## config.mk

```make
export PLATFORM = sky130hd
export DESIGN_NAME = multicycle_controller
export DESIGN_NICKNAME = d
export VERILOG_FILES = /design/src/rtl/multicycle_controller.sv
export SDC_FILE = /design/constraint.sdc
export NUM_CORES = 1
export LEC_CHECK = 0
export ABC_AREA = 1
export CELL_PAD_IN_SITES_DETAIL_PLACEMENT = 0
export CELL_PAD_IN_SITES_GLOBAL_PLACEMENT = 1
export CORE_UTILIZATION = 23
export DETAILED_ROUTE_END_ITERATION = 8
export GPL_TIMING_DRIVEN = 0
export PLACE_DENSITY = 0.78
export SYNTH_ARGS = -nofsm -noshare
export SYNTH_HDL_FRONTEND = slang
export SYNTH_SLANG_ARGS = --single-unit
```

## constraint.sdc

```tcl
create_clock -name clk -period 1.6 [get_ports clk]
set_clock_uncertainty 0.1 [all_clocks]
set_input_delay 0.4 -clock clk [delete_from_list [all_inputs] [get_ports clk]]
set_output_delay 0.4 -clock clk [all_outputs]
set_load 0.1 [all_outputs]
```

## src/rtl/multicycle_controller.sv

```systemverilog
// Main control FSM for the multicycle RV32I core: sequences fetch/decode/execute/
// memory/writeback over a shared memory port and generates all datapath selects/strobes.
module multicycle_controller (
  input  logic       clk,
  input  logic       reset_n,
  input  logic [6:0] op,
  input  logic [2:0] funct3,
  input  logic       funct7b5,
  input  logic       Zero,
  input  logic       mem_ready,
  output logic       mem_req,
  output logic       AdrSrc,
  output logic       MemWrite,
  output logic       IRWrite,
  output logic       PCWrite,
  output logic       RegWrite,
  output logic [1:0] ResultSrc,
  output logic [1:0] ALUSrcA,
  output logic [1:0] ALUSrcB,
  output logic [1:0] ImmSrc,
  output logic [2:0] ALUControl,
  output logic       illegal_instr
);

  localparam logic [6:0] OP_LW   = 7'b0000011;
  localparam logic [6:0] OP_SW   = 7'b0100011;
  localparam logic [6:0] OP_R    = 7'b0110011;
  localparam logic [6:0] OP_I    = 7'b0010011;
  localparam logic [6:0] OP_BEQ  = 7'b1100011;
  localparam logic [6:0] OP_JAL  = 7'b1101111;

  localparam logic [2:0] ALU_ADD = 3'b000;
  localparam logic [2:0] ALU_SUB = 3'b001;
  localparam logic [2:0] ALU_AND = 3'b010;
  localparam logic [2:0] ALU_OR  = 3'b011;
  localparam logic [2:0] ALU_SLT = 3'b101;

  typedef enum logic [3:0] {
    S_FETCH,
    S_DECODE,
    S_MEMADR,
    S_MEMREAD,
    S_MEMWB,
    S_MEMWRITE,
    S_EXECR,
    S_EXECI,
    S_JAL,
    S_ALUWB,
    S_BEQ
  } state_t;

  state_t     state, state_next;
  logic [1:0] alu_op;
  logic       pc_update;
  logic       branch;
  logic       ir_write_raw;
  logic       mem_write_raw;
  logic       reg_write_raw;
  logic       illegal_raw;

  // NOTE: sequential state uses non-blocking assignments so every flop samples
  // pre-edge values; blocking here would create order-dependent simulation.
  always_ff @(posedge clk or negedge reset_n) begin
    if (!reset_n) state <= S_FETCH;
    else          state <= state_next;
  end

  // NOTE: every output and the next state get a default before the case, so no
  // path leaves a signal unassigned and no latch is inferred.
  always_comb begin
    state_next    = state;
    mem_req       = 1'b0;
    AdrSrc        = 1'b0;
    mem_write_raw = 1'b0;
    ir_write_raw  = 1'b0;
    pc_update     = 1'b0;
    branch        = 1'b0;
    reg_write_raw = 1'b0;
    illegal_raw   = 1'b0;
    ResultSrc     = 2'b00;
    ALUSrcA       = 2'b00;
    ALUSrcB       = 2'b00;
    alu_op        = 2'b00;

    unique case (state)
      S_FETCH: begin
        mem_req      = 1'b1;
        ALUSrcB      = 2'b10;
        ResultSrc    = 2'b10;
        ir_write_raw = mem_ready;
        pc_update    = mem_ready;
        if (mem_ready) state_next = S_DECODE;
      end
      S_DECODE: begin
        // Precompute the branch target into ALUOut while the opcode is decoded.
        ALUSrcA = 2'b01;
        ALUSrcB = 2'b01;
        case (op)
          OP_LW, OP_SW: state_next = S_MEMADR;
          OP_R:         state_next = S_EXECR;
          OP_I:         state_next = S_EXECI;
          OP_JAL:       state_next = S_JAL;
          OP_BEQ:       state_next = S_BEQ;
          default: begin
            illegal_raw = 1'b1;
            state_next  = S_FETCH;
          end
        endcase
      end
      S_MEMADR: begin
        ALUSrcA    = 2'b10;
        ALUSrcB    = 2'b01;
        // Only lw/sw reach here; op[5] tells the store apart.
        state_next = op[5] ? S_MEMWRITE : S_MEMREAD;
      end
      S_MEMREAD: begin
        mem_req = 1'b1;
        AdrSrc  = 1'b1;
        if (mem_ready) state_next = S_MEMWB;
      end
      S_MEMWB: begin
        ResultSrc     = 2'b01;
        reg_write_raw = 1'b1;
        state_next    = S_FETCH;
      end
      S_MEMWRITE: begin
        mem_req       = 1'b1;
        AdrSrc        = 1'b1;
        mem_write_raw = 1'b1;
        if (mem_ready) state_next = S_FETCH;
      end
      S_EXECR: begin
        ALUSrcA    = 2'b10;
        ALUSrcB    = 2'b00;
        alu_op     = 2'b10;
        state_next = S_ALUWB;
      end
      S_EXECI: begin
        ALUSrcA    = 2'b10;
        ALUSrcB    = 2'b01;
        alu_op     = 2'b10;
        state_next = S_ALUWB;
      end
      S_JAL: begin
        // Link value OldPC+4 goes to ALUOut; PC takes the target held in ALUOut.
        ALUSrcA    = 2'b01;
        ALUSrcB    = 2'b10;
        ResultSrc  = 2'b00;
        pc_update  = 1'b1;
        state_next = S_ALUWB;
      end
      S_ALUWB: begin
        ResultSrc     = 2'b00;
        reg_write_raw = 1'b1;
        state_next    = S_FETCH;
      end
      S_BEQ: begin
        ALUSrcA    = 2'b10;
        ALUSrcB    = 2'b00;
        alu_op     = 2'b01;
        ResultSrc  = 2'b00;
        branch     = 1'b1;
        state_next = S_FETCH;
      end
      default: state_next = S_FETCH;
    endcase
  end

  // Write strobes are gated by reset_n so nothing is written while reset is held.
  assign IRWrite       = reset_n & ir_write_raw;
  assign MemWrite      = reset_n & mem_write_raw;
  assign RegWrite      = reset_n & reg_write_raw;
  assign illegal_instr = reset_n & illegal_raw;
  assign PCWrite       = reset_n & (pc_update | (branch & Zero));

  always_comb begin
    unique case (op)
      OP_SW:   ImmSrc = 2'b01;
      OP_BEQ:  ImmSrc = 2'b10;
      OP_JAL:  ImmSrc = 2'b11;
      default: ImmSrc = 2'b00;
    endcase
  end

  always_comb begin
    ALUControl = ALU_ADD;
    case (alu_op)
      2'b00: ALUControl = ALU_ADD;
      2'b01: ALUControl = ALU_SUB;
      default: begin
        case (funct3)
          3'b000:  ALUControl = (op[5] & funct7b5) ? ALU_SUB : ALU_ADD;
          3'b010:  ALUControl = ALU_SLT;
          3'b110:  ALUControl = ALU_OR;
          3'b111:  ALUControl = ALU_AND;
          default: ALUControl = ALU_ADD;
        endcase
      end
    endcase
  end

endmodule

```

Word level (Yosys, flattened, before mapping)
Index checks and enable logic that the tools add are counted.
Widths: inputs -> output; s select.
- equality and inequality tests: 23
- mux-type cells: 23
- bitwise operators: 8
- reduce and logical (&&, ||, !) cells: 15
- operators by type and width (kind ; number):
    $pmux 4 s6 ; 1
    $pmux 4 s5 ; 1
    $eq 4x3->1 const B ; 4
    $pmux 2 s2 ; 4
    $eq 7x6->1 const B ; 2
    $eq 7x7->1 const B ; 2
    $eq 4x4->1 const B ; 3
    $mux 4 ; 3
    $pmux 3 s4 ; 1
    $reduce_or 2->1 ; 6
    $mux 1 ; 9
    $reduce_or 3->1 ; 3
    $eq 4x2->1 const B ; 2
    $and 1x1->1 ; 7
    $eq 7x2->1 const B ; 1
    $eq 7x5->1 const B ; 1
    $eq 3x3->1 const B ; 2
    $ne 2x2->1 const B ; 3
    $pmux 2 s3 ; 1
    $pmux 3 s2 ; 1
    $reduce_or 6->1 ; 1
    $eq 4x1->1 const B ; 1
    $logic_not 4->1 ; 1
    $reduce_or 4->1 ; 1
    8 further kinds ; 8
- flip-flop bits (word level): 4
- output and inout bits: 18

Depth between registers and ports, before layout
- word-level depth: 5
- mapped depth: 8
- gate-level depth less buffers: 8

Least setup slack after synthesis
No wires, ideal clock.
- kind: register to output
- start: reg state[0]
- end: out RegWrite
- arrival time: 3.342 ns
- setup slack: -2.242 ns
- stages on the path, launching flop included: 6
- path through: dfrtp_1 -> nor2_1 -> inv_2 -> nor2_1 -> a21oi_1 -> nor2_1
- longest elaborated chain between the ends: 4
- elaborated cells between the ends (all ways): 5
- RTL lines (what ; RTL line ; text):
    start, declared ; 52 ; state_t state, state_next;
    start signal, assigned ; 65 ; else state <= state_next;
    $eq 4x4->1 / $eq 4x3->1 (equally long branches) ; 85 ; unique case (state)
    $reduce_or 2->1 (no line) * ; - ;
    $mux 1 * ; 85 ;
    $and 1x1->1 * ; 172 ; assign RegWrite = reset_n & reg_write_raw;
    end, declared ; 16 ; output logic RegWrite,
Every way passes the cells marked *; elsewhere a longest branch is shown, timed or not.

Worst setup path in the final report
- start: reg state[2]
- end: out PCWrite
- longest elaborated chain between the ends: 5
- elaborated cells between the ends (all ways): 8
- RTL lines (what ; RTL line ; text):
    $eq 4x4->1 ; 85 ;
    $mux 1 ; 85 ;
    $and 1x1->1 ; 174 ; assign PCWrite = reset_n & (pc_update | (branch & Zero));
    $or 1x1->1 * ; 174 ;
    $and 1x1->1 * ; 174 ;
    end, declared ; 15 ; output logic PCWrite,
Marked as above.

==> metrics.md <==
| Metric | Value |
|---|---|
| Status | `finished, violations left` |
| Failing checks | `negative setup slack` |
| EDFF count, synth | `0` |
| Worst Hold Class | `primary input to flop` |
| Max Fclk | `0.502 GHz` |
| R2R Setup Slk | `0.11 ns` |
| Routability cong. | `0.790` |
| FF-to-FF End | `state[2]` |
| Cell taking the most area after synthesis | `dfrtp_1` |
| H-Tree Level Count | `1` |
| Critical path startpoint | `state[2]` |
| Fin. Hold Viols | `0` |
| Total track usage | `0.192` |
| Final worst slack | `-0.393 ns` |
| Worst slew pin tran | `0.285 ns` |
| Area contributors post-synth | `dfrtp_1 18%, nand2_1 16%, nor2_1 11%` |
| Site Rows | `17` |
| Main synth FF type | `dfrtp_1` |
| Static leakage | `0.695 nW` |
| WP data required | `1.10 ns` |
| CTS tree | `built` |
| Top reg by flops | `state` |
| Core area | `2250 um2` |
| Area after DPL | `1120 um2` |
| Die H | `51.2 um` |
| Largest regs | `state x4` |
| Clock insertion delay at the later pin of the skew report | `0.24 ns` |
| Vias per cell | `4.68` |
| Sequential cell area fraction in the yosys report | `0.180` |
| Fin Hold WS | `0.438 ns` |
| Post-route setup TNS | `-4.63 ns` |
| Count leader, synth | `nand2_1` |
| Core Util, Final | `0.693` |
| Placed insts | `155` |
| Vias in the first global route | `917` |
| Synth cell types | `22` |
| RSZ-0062 raised after global routing | `yes` |
| Post-DRT Antenna Nets | `0` |
| Layout cells sized above 1 | `0.757` |
| Crit path capture type | `output port` |
| Port Buffers | `32` |
| WL/cell | `12.6 um` |
| CP Max Fanout | `4` |
| Syn Inst Count | `95` |
| R2r startpoint | `state[1]` |
| Post-synth ARST share | `1.00` |
| Root Driver | `clkbuf_4` |
| Maximum vdd drop | `0.00163 V` |
| Tot Pwr | `2.41 mW` |
| P&R area growth vs syn | `181%` |
| Initial core utilization | `0.247` |
| Initial antenna violation count | `0` |
| Worst-path clk slew | `0.04 ns` |
| DP Wirelength | `1.41 mm` |
| Die W | `51.2 um` |
| Final instance area | `1560 um2` |
| Final nets | `168` |
| Crit path time final | `1.99 ns` |
| DRT Wirelength | `2.26 mm` |
| # DRC | `0` |
| Gr ovfl total | `0` |
| Yosys top cell area share | `0.180` |
| Vias post-DR | `842` |
| Yosys Warn Count | `0` |
| Mean Syn Cell Area | `5.86 um2` |
| Post-Syn Area | `557 um2` |
| Non-filler instance count after layout | `180` |
| Depth of the worst register-to-register path | `9` |
| First-pass detailed-route iteration total | `3` |
| First-pass GRT wire length | `3.76 mm` |
| Antenna diode count | `0` |
| Yosys reg bits | `4` |
| Initial drt markers | `6` |
| Max transition margin | `0.809` |
| Max Buffers Root-to-Sink | `2` |
| Setup WS pre-CTS | `-1.73 ns` |
| IO Count | `33` |
| Synth cell count leaders | `23 x nand2_1, 17 x nor2_1, 13 x inv_1` |
| Startpoint Class | `flop` |
| Area of the multi-input gates | `644 um2` |
| Filler cells | `189` |
| Die area | `2620 um2` |
| Clock Sinks | `4` |
| Max Transition Viols Final | `0` |
| Max-cap viol count | `0` |
| Final Setup Violations | `18` |
| Crit Path Category | `flop to output port` |
| Max reg flops | `4` |
| Largest net degree at the start of global routing | `7` |
| Pwr dens | `1540 nW/um2` |
| Setup crit end | `PCWrite` |
| Syn nets | `110` |
| CTS Buf Count | `3` |
| Worst path arrival time | `1.49 ns` |
| Register area | `105 um2` |
| Part of the cycle the worst path needs | `1.25` |
==> routing by layer <==
| layer | global-route usage | vias up | wire (um) |
|---|---|---|---|
| li1 | - | 417 | - |
| met3 | 0.0357 | 2 | 87 |
| met4 | 0.0880 | 0 | 8 |
| met1 | 0.186 | 402 | 872 |
| met5 | 0 | - | 0 |
| met2 | 0.382 | 21 | 1290 |
==> critical path: stages (launching register included) <==
cell	delay (ns)
dfrtp_2	0.46
inv_2	0.10
nand2_2	0.12
inv_2	0.09
o211ai_1	0.13
o21bai_4	0.17
buf_12	0.19
==> area by class of cell <==
| class | count | share of cell area |
|---|---|---|
| Multi-Input combinational cell | 72 | 0.412 |
| Timing Repair Buffer | 53 | 0.405 |
| Inverter | 19 | 0.0761 |
| Sequential cell | 4 | 0.0673 |
| Tap cell | 28 | 0.0224 |
| Clock buffer | 4 | 0.0168 |
==> cells in the final DEF, fill, tap and decap left out, types with 5 or more instances in the layout <==
cell	n
buf_2	5
inv_2	8
nor2_1	5
nand2_1	15
nor2_4	12
inv_4	7
nand2_4	8
nand2_2	5
buf_12	17
buf_4	19
==> cells by family after synthesis <==
group	Yosys count	synth area share
buf+inv	19	0.128
compound gates	11	0.128
flops	4	0.180
simple gates	61	0.564
==> worst min-delay path by stage <==
stage | from | to | slack, ns | cells after the start
finish | op[5] | state[1] | 0.44 | 4
global route | mem_ready | state[1] | 0.43 | 2
CTS | reset_n | state[2] | -0.03 | 1
detailed placement | reset_n | state[3] | 0.55 | 1
global placement | reset_n | state[0] | 0.54 | 1
floorplan | reset_n | state[0] | 0.004 | 0
==> what timing repair did <==
item | CTS | global route
gates resized for setup | 231 | 7
pin swaps | 16 | 7
hold endpoints to repair | 4 | 4
setup buffers | 15 | 5
gates cloned | 0 | 0
setup endpoints to repair | 19 | 18
==> power by group <==
part           internal (mW)  switching, mW
logic                  0.774           1.31
registers              0.125         0.0545
clock network         0.0938         0.0441
total                  0.993           1.41
Note: power is estimated with default switching activity, not from simulation.
